**config.mk**
```make
export PLATFORM = sky130hd
export DESIGN_NAME = point_spawner
export DESIGN_NICKNAME = d
export VERILOG_FILES = /design/src/rtl/point_spawner.sv
export SDC_FILE = /design/constraint.sdc
export NUM_CORES = 1
export LEC_CHECK = 0
export ABC_AREA = 1
export CORE_ASPECT_RATIO = 0.5
export CORE_MARGIN = 2
export CORE_UTILIZATION = 40
export CTS_CLUSTER_DIAMETER = 50
export DETAILED_ROUTE_END_ITERATION = 16
export RECOVER_POWER = 100
export SLEW_MARGIN = 20
export SYNTH_ARGS = -nofsm -noshare
export SYNTH_HDL_FRONTEND = slang
export SYNTH_SLANG_ARGS = --single-unit
```
**constraint.sdc**
```tcl
create_clock -name clk -period 8 [get_ports clk]
set_input_delay 2 -clock clk [delete_from_list [all_inputs] [get_ports clk]]
set_output_delay 2 -clock clk [all_outputs]
set_load 0.005 [all_outputs]
```
**src/rtl/point_spawner.sv**
```systemverilog
// point_spawner: NUM_POINTS collectible slots on a grid, player pickup detection, delayed pseudo-random respawn.
// Latency: overlap sampled on current player inputs; collect/expire pulses and point outputs are registered (1 cycle).
// Backpressure: none; game_en=0 freezes slots, clear empties all slots. Optional expiry under POINT_LIFETIME_EN.
module point_spawner #(
  parameter int NUM_POINTS    = 4,
  parameter int GRID_COLS     = 31,
  parameter int GRID_ROWS     = 23,
  parameter int CELL          = 32,
  parameter int POINT_SIZE    = 8,
  parameter int PLAYER_SIZE   = 16,
  parameter int RESPAWN_DELAY = 64,
  parameter int LIFETIME      = 4096
) (
  input  logic                    clk,
  input  logic                    rst_n,
  input  logic                    game_en,
  input  logic                    clear,
  input  logic [9:0]              player_x,
  input  logic [9:0]              player_y,
  output logic [10*NUM_POINTS-1:0] point_x,
  output logic [10*NUM_POINTS-1:0] point_y,
  output logic [NUM_POINTS-1:0]   point_active,
  output logic [NUM_POINTS-1:0]   collect_mask,
  output logic [3:0]              collect_cnt,
  output logic [NUM_POINTS-1:0]   expire_mask
);

  localparam int CB = $clog2(GRID_COLS);
  localparam int RB = $clog2(GRID_ROWS);
  localparam int DW = $clog2(RESPAWN_DELAY + 1);
  localparam logic [DW-1:0]        DLY_INIT = DW'(RESPAWN_DELAY);
  localparam logic signed [10:0]   HIT_DIST = 11'(POINT_SIZE + PLAYER_SIZE);

  // Elaboration guard: slot count must fit collect_cnt, delay must be at least one cycle.
  if (NUM_POINTS < 1 || NUM_POINTS > 8 || RESPAWN_DELAY < 1 || LIFETIME < 2) begin : g_param_check
    $error("point_spawner: unsupported parameter set");
  end

  typedef enum logic [1:0] {
    S_EMPTY  = 2'd0,
    S_SEARCH = 2'd1,
    S_ACTIVE = 2'd2
  } slot_state_t;

  logic [15:0]           lfsr;
  logic [15:0]           lfsr_nxt;
  logic [CB-1:0]         cand_col;
  logic [RB-1:0]         cand_row;
  logic [9:0]            cand_x;
  logic [9:0]            cand_y;
  logic                  cand_in_range;
  logic                  cand_hits_player;
  logic                  cand_taken;
  logic                  cand_ok;

  slot_state_t           state_q   [NUM_POINTS];
  slot_state_t           state_nxt [NUM_POINTS];
  logic [DW-1:0]         delay_q   [NUM_POINTS];
  logic [DW-1:0]         delay_nxt [NUM_POINTS];

  logic [NUM_POINTS-1:0] search_grant;
  logic [NUM_POINTS-1:0] slot_hit;
  logic [NUM_POINTS-1:0] spawn;
  logic [NUM_POINTS-1:0] collect_nxt;
  logic [NUM_POINTS-1:0] active_nxt;
  logic [NUM_POINTS-1:0] age_done;

  // Box overlap on 11-bit signed deltas so points near screen edges never wrap.
  function automatic logic overlap(input logic [9:0] ax, input logic [9:0] ay,
                                   input logic [9:0] bx, input logic [9:0] by);
    logic signed [10:0] dx;
    logic signed [10:0] dy;
    dx = $signed({1'b0, ax}) - $signed({1'b0, bx});
    dy = $signed({1'b0, ay}) - $signed({1'b0, by});
    if (dx[10]) dx = -dx;
    if (dy[10]) dy = -dy;
    return (dx < HIT_DIST) && (dy < HIT_DIST);
  endfunction

  function automatic logic [3:0] popcount(input logic [NUM_POINTS-1:0] v);
    logic [3:0] cnt;
    cnt = 4'd0;
    for (int i = 0; i < NUM_POINTS; i++) cnt = cnt + 4'(v[i]);
    return cnt;
  endfunction

  // Galois LFSR step, taps x^16+x^14+x^13+x^11+1; the all-zero state is unreachable from the seed.
  always_comb begin
    lfsr_nxt = {1'b0, lfsr[15:1]} ^ (lfsr[0] ? 16'hB400 : 16'h0000);
  end

  // LFSR free-runs regardless of game_en so the spawn pattern keeps moving while paused.
  always_ff @(posedge clk or negedge rst_n) begin
    if (!rst_n) lfsr <= 16'hACE1;
    else        lfsr <= lfsr_nxt;
  end

  // Candidate cell from the LFSR and its acceptance test against range, player and occupied cells.
  always_comb begin
    cand_col         = lfsr[CB-1:0];
    cand_row         = lfsr[CB+RB-1:CB];
    cand_in_range    = (int'(cand_col) < GRID_COLS) && (int'(cand_row) < GRID_ROWS);
    cand_x           = 10'((int'(cand_col) + 1) * CELL);
    cand_y           = 10'((int'(cand_row) + 1) * CELL);
    cand_hits_player = overlap(cand_x, cand_y, player_x, player_y);
    cand_taken       = 1'b0;
    for (int i = 0; i < NUM_POINTS; i++) begin
      if (state_q[i] == S_ACTIVE &&
          point_x[10*i +: 10] == cand_x && point_y[10*i +: 10] == cand_y)
        cand_taken = 1'b1;
    end
    cand_ok = cand_in_range && !cand_hits_player && !cand_taken;
  end

  // Only the lowest-index searching slot may consume this cycle's candidate.
  always_comb begin
    logic found;
    found        = 1'b0;
    search_grant = '0;
    for (int i = 0; i < NUM_POINTS; i++) begin
      if (state_q[i] == S_SEARCH && !found) begin
        search_grant[i] = 1'b1;
        found           = 1'b1;
      end
    end
  end

  // Per-slot pickup detection against the current player position.
  always_comb begin
    slot_hit = '0;
    for (int i = 0; i < NUM_POINTS; i++) begin
      slot_hit[i] = (state_q[i] == S_ACTIVE) &&
                    overlap(point_x[10*i +: 10], point_y[10*i +: 10], player_x, player_y);
    end
  end

`ifdef POINT_LIFETIME_EN
  localparam int AW = $clog2(LIFETIME);

  logic [AW-1:0]         age_q [NUM_POINTS];
  logic [NUM_POINTS-1:0] expire_nxt;

  // Age has run out once it sits at LIFETIME-1 in an enabled ACTIVE cycle.
  always_comb begin
    age_done = '0;
    for (int i = 0; i < NUM_POINTS; i++) age_done[i] = (age_q[i] == AW'(LIFETIME - 1));
  end
`else
  // Without expiry points live until collected.
  always_comb begin
    age_done = '0;
  end

  assign expire_mask = '0;
`endif

  // Slot next-state: clear beats everything, game_en=0 freezes, collection beats expiry.
  always_comb begin
    spawn       = '0;
    collect_nxt = '0;
    active_nxt  = '0;
`ifdef POINT_LIFETIME_EN
    expire_nxt  = '0;
`endif
    for (int i = 0; i < NUM_POINTS; i++) begin
      state_nxt[i] = state_q[i];
      delay_nxt[i] = delay_q[i];
      if (clear) begin
        state_nxt[i] = S_EMPTY;
        delay_nxt[i] = DLY_INIT;
      end else if (game_en) begin
        case (state_q[i])
          S_EMPTY: begin
            // Leaving on the decrement that reaches zero gives exactly RESPAWN_DELAY empty cycles.
            if (delay_q[i] <= DW'(1)) begin
              state_nxt[i] = S_SEARCH;
              delay_nxt[i] = '0;
            end else begin
              delay_nxt[i] = delay_q[i] - DW'(1);
            end
          end
          S_SEARCH: begin
            if (search_grant[i] && cand_ok) begin
              state_nxt[i] = S_ACTIVE;
              spawn[i]     = 1'b1;
            end
          end
          S_ACTIVE: begin
            if (slot_hit[i]) begin
              state_nxt[i]   = S_EMPTY;
              delay_nxt[i]   = DLY_INIT;
              collect_nxt[i] = 1'b1;
            end else if (age_done[i]) begin
              state_nxt[i]   = S_EMPTY;
              delay_nxt[i]   = DLY_INIT;
`ifdef POINT_LIFETIME_EN
              expire_nxt[i]  = 1'b1;
`endif
            end
          end
          default: begin
            state_nxt[i] = S_EMPTY;
            delay_nxt[i] = DLY_INIT;
          end
        endcase
      end
      active_nxt[i] = (state_nxt[i] == S_ACTIVE);
    end
  end

  // Slot state plus registered outputs; positions survive collection and clear.
  always_ff @(posedge clk or negedge rst_n) begin
    if (!rst_n) begin
      for (int i = 0; i < NUM_POINTS; i++) begin
        state_q[i] <= S_EMPTY;
        delay_q[i] <= DLY_INIT;
      end
      point_x      <= '0;
      point_y      <= '0;
      point_active <= '0;
      collect_mask <= '0;
      collect_cnt  <= '0;
    end else begin
      for (int i = 0; i < NUM_POINTS; i++) begin
        state_q[i] <= state_nxt[i];
        delay_q[i] <= delay_nxt[i];
        if (spawn[i]) begin
          point_x[10*i +: 10] <= cand_x;
          point_y[10*i +: 10] <= cand_y;
        end
      end
      point_active <= active_nxt;
      collect_mask <= collect_nxt;
      collect_cnt  <= popcount(collect_nxt);
    end
  end

`ifdef POINT_LIFETIME_EN
  // Age counts enabled ACTIVE cycles and restarts whenever a slot (re)spawns.
  always_ff @(posedge clk or negedge rst_n) begin
    if (!rst_n) begin
      for (int i = 0; i < NUM_POINTS; i++) age_q[i] <= '0;
      expire_mask <= '0;
    end else begin
      for (int i = 0; i < NUM_POINTS; i++) begin
        if (spawn[i] || state_q[i] != S_ACTIVE || clear) age_q[i] <= '0;
        else if (game_en)                                age_q[i] <= age_q[i] + AW'(1);
      end
      expire_mask <= expire_nxt;
    end
  end
`endif

endmodule
```
==> impl_results.md <==
* # diodes at 0
* Number of gates resized after cts at 0
* CTS Hold Buffers Added at 0
* Commonest cells post-synth: nand2_1, inv_1, nor2_1
* Mapped cell area at ~0.011 mm²
* Ports at 120
* Die X at approximately 230 µm
* RSZ-0062 raised after global routing: no
* Switching power at ~1300 µW
* Ys Warns at 0
* Chip height at 119 µm
* Avg Inst Size Synth at between 6 and 7 µm²
* FF+latch count, synth at 103
* Post-synth EDFFs at 0
* Startpoint types: primary input
* Clock group share of total power at 0.153
* Area share of the largest cell type after synthesis at 0.215
* Final period utilization at 0.796
* Avg Vias per Cell at about 5.0
* Final Util at 0.445
* Dominant synthesized flop cell: dfrtp_1
* DRC errors left at 0
* Antenna-violating nets left at 0
* Via count at between 10000 and 15000
* H-tree levels at 3
* Root Buffer: clkbuf_16
* Clock Sinks at 103
* Status: finished, violations left
* Total GRT Usage at 0.215
* Leak at 0.00639 µW
* FMAX at 0.157 GHz
* Area of the multi-input gates at around 0.007 mm²
* FF+latch area at ~0.0026 mm²
* Layout cells sized above 1 at 0.0524
* CTS Buffer Depth at 2
* Internal power at 1480 µW
* Sw Ratio at 0.462
* Post-Syn Instances at about 1700
* Slew HR at -0.0637
* DP HPWL at between 20000 and 25000 µm
* Post-synth ARST share at 1.00
* Distinct cell type count after synthesis at 49
* Initial drt markers at 897
* Most frequent cell after synthesis: nand2_1
* Register share of total power at 0.292
* Worst IR Drop VDD at 0.000108 V
* CP max FO at 20
* Synth top area cells: dfrtp_1, nand2_1, ha_1, nand3_1, inv_1
* Global route overflow at 0
* Number of buffers added for setup after CTS at 0
* Largest net degree at the start of global routing at between 70 and 80
* Number of max-cap violations at 1
* Final hold violation count at 0
* Leading area contributor after synthesis: dfrtp_1
* Final net count at between 1500 and 2000
* Setup violators final at 0
* Failing checks: max-capacitance violations, max-slew violations
* Wire per inst at 14.4 µm
* Initial core utilization at 0.404
* Clock-pin slew on the worst setup and hold paths at approximately 0.07 ns
* Max-slew violations at 29
* Hold/Removal Path Class: reg -> reg
* PD cells at 236 mW/mm²
* Synthesis-to-layout area growth at 10.2%
* Pre-antenna DRT Iters at 7
* Fin crit period at between 6 and 7 ns
* Global-route wire length before repair at around 48000 µm
* Die area at between 0.02 and 0.03 mm²
* Worst Setup End Kind: flop
* Slew of the pin with the lowest slew margin at about 1.6 ns
* Combinational power share at 0.554
* Standard-cell rows at 42
* Req. time, crit path at around 8.2 ns
* Fillcell total at about 2800
* Antenna violations before repair at 0
* Final Skew at 0.0112 ns
* Vias in the first global route at 9308
* Final GP Congestion at 0.966
* Core area at roughly 0.026 mm²
* Final WL at between 30000 and 40000 µm
* Critical path class: in -> reg
* Sequential share of the synthesized area at 0.245
* CTS tree: yes
* CTS buffer count at 9
* Worst-Skew Late Latency at around 0.35 ns
* Port Buf Inserts at 74
* Arr. time, crit path at between 6 and 7 ns
* Setup TNS at 0 ns
[cell usage in the layout, fill, tap and decap left out, types with 5 or more instances in the layout]
cell type	netlist	routed
a21oi_1	51	51
clkbuf_16	0	9
clkdlybuf4s50_1	0	19
conb_1	1	45
dfrtp_1	91	91
dfstp_2	12	8
dlygate4sd3_1	0	54
ha_1	66	66
inv_1	191	193
inv_2	21	19
nand2_1	534	538
nand2_2	15	12
nand3_1	145	150
nand3_2	8	5
nand3b_1	29	29
nand4_1	36	36
nor2_1	178	181
nor2_2	19	17
nor3_1	11	11
o211ai_1	10	10
o21a_1	18	18
o21ai_0	26	62
o22ai_1	8	8
xnor2_1	23	23
xor2_1	32	32
[kinds of logic (layout without fill, tap and decap cells)]
kind of cell	after synthesis	after routing	share of synthesized area
xor+xnor	56	56	0.0470
other cells	1	45	0.000354
buf+inv	281	303	0.121
flops	103	103	0.245
simple gates	997	997	0.416
compound gates	167	167	0.0912
fa+ha+maj	67	67	0.0798
[power by group through the flow]
stage	clock network, µW	registers [µW]	logic [µW]
global route	459	817	1750
detailed placement	0	814	1550
floorplan	0	756	1190
CTS	435	806	1560
finish	423	805	1530
global placement	0	814	1560
[state kept, by name (all words and copies together), names as in the netlist]
| signal | count |
|---|---|
| collect_cnt | 3 |
| collect_mask | 4 |
| delay_q | 28 |
| lfsr | 16 |
| point_active | 4 |
| point_x | 20 |
| point_y | 20 |
| state_q | 8 |
[per-stage QoR]
stage               instance area (µm²)  power, µW  setup WS (ns)  std cells  hold WS [ns]
CTS                               11800       2800           2.18       2090         0.368
floorplan                         10800       1950           2.97       1716         0.333
global placement                  11500       2370           1.81       2074         0.334
detailed placement                11500       2370           1.80       2074         0.351
finish                            11700       2760           1.63       2090         0.372
global route                      11700       3020           1.07       2090         0.385
[routing by layer]
layer,global-route usage,share of wire,up-vias
met3,0.0340,0.058,47
met4,0.0534,0.021,0
met5,0,0,-
li1,-,-,5412
met2,0.344,0.44,289
met1,0.301,0.48,4744
[final cells by class]
| type | instances | area share |
|---|---|---|
| multi-input cells | 1332 | 0.584 |
| well taps | 352 | 0.0377 |
| inverters | 212 | 0.0681 |
| flip-flops and latches | 103 | 0.222 |
| repair buffers | 75 | 0.0635 |
| clock buffers | 11 | 0.0208 |
| clock inverters | 5 | 0.00364 |
[path summary, 6_finish.rpt]
| check | start | endpoint | slack (ns) | cells past startpoint |
|---|---|---|---|---|
| max | player_x[0] | point_x[18] | 1.63 | 19 |
| min | lfsr[12] | lfsr[11] | 0.37 | 0 |
| max reg2reg | lfsr[5] | point_x[18] | 2.54 | 22 |
| min reg2reg | lfsr[12] | lfsr[11] | 0.37 | 0 |
| max in group asynchronous | rst_n | point_x[5] | 4.24 | 2 |
| min in group asynchronous | rst_n | point_y[7] | 2.04 | 1 |
[critical path: stages]
cell and delay (ns):
dlygate4sd3_1 0.53, inv_1 0.36, ha_1 0.34, inv_1 0.14, nor2_1 0.18, nand2_1 0.07, nand2_1 0.16, nand3_1 0.35
nor2_1 0.26, nand4_1 0.13, nand3_1 0.09, nand2_1 0.05, nand3_1 0.07, nand2_1 0.05, nand2_1 0.31, nand3_1 0.21
nor2_1 1.04, nand2_1 0.10, o21a_1 0.16
Power figures use the tool's default switching activity.
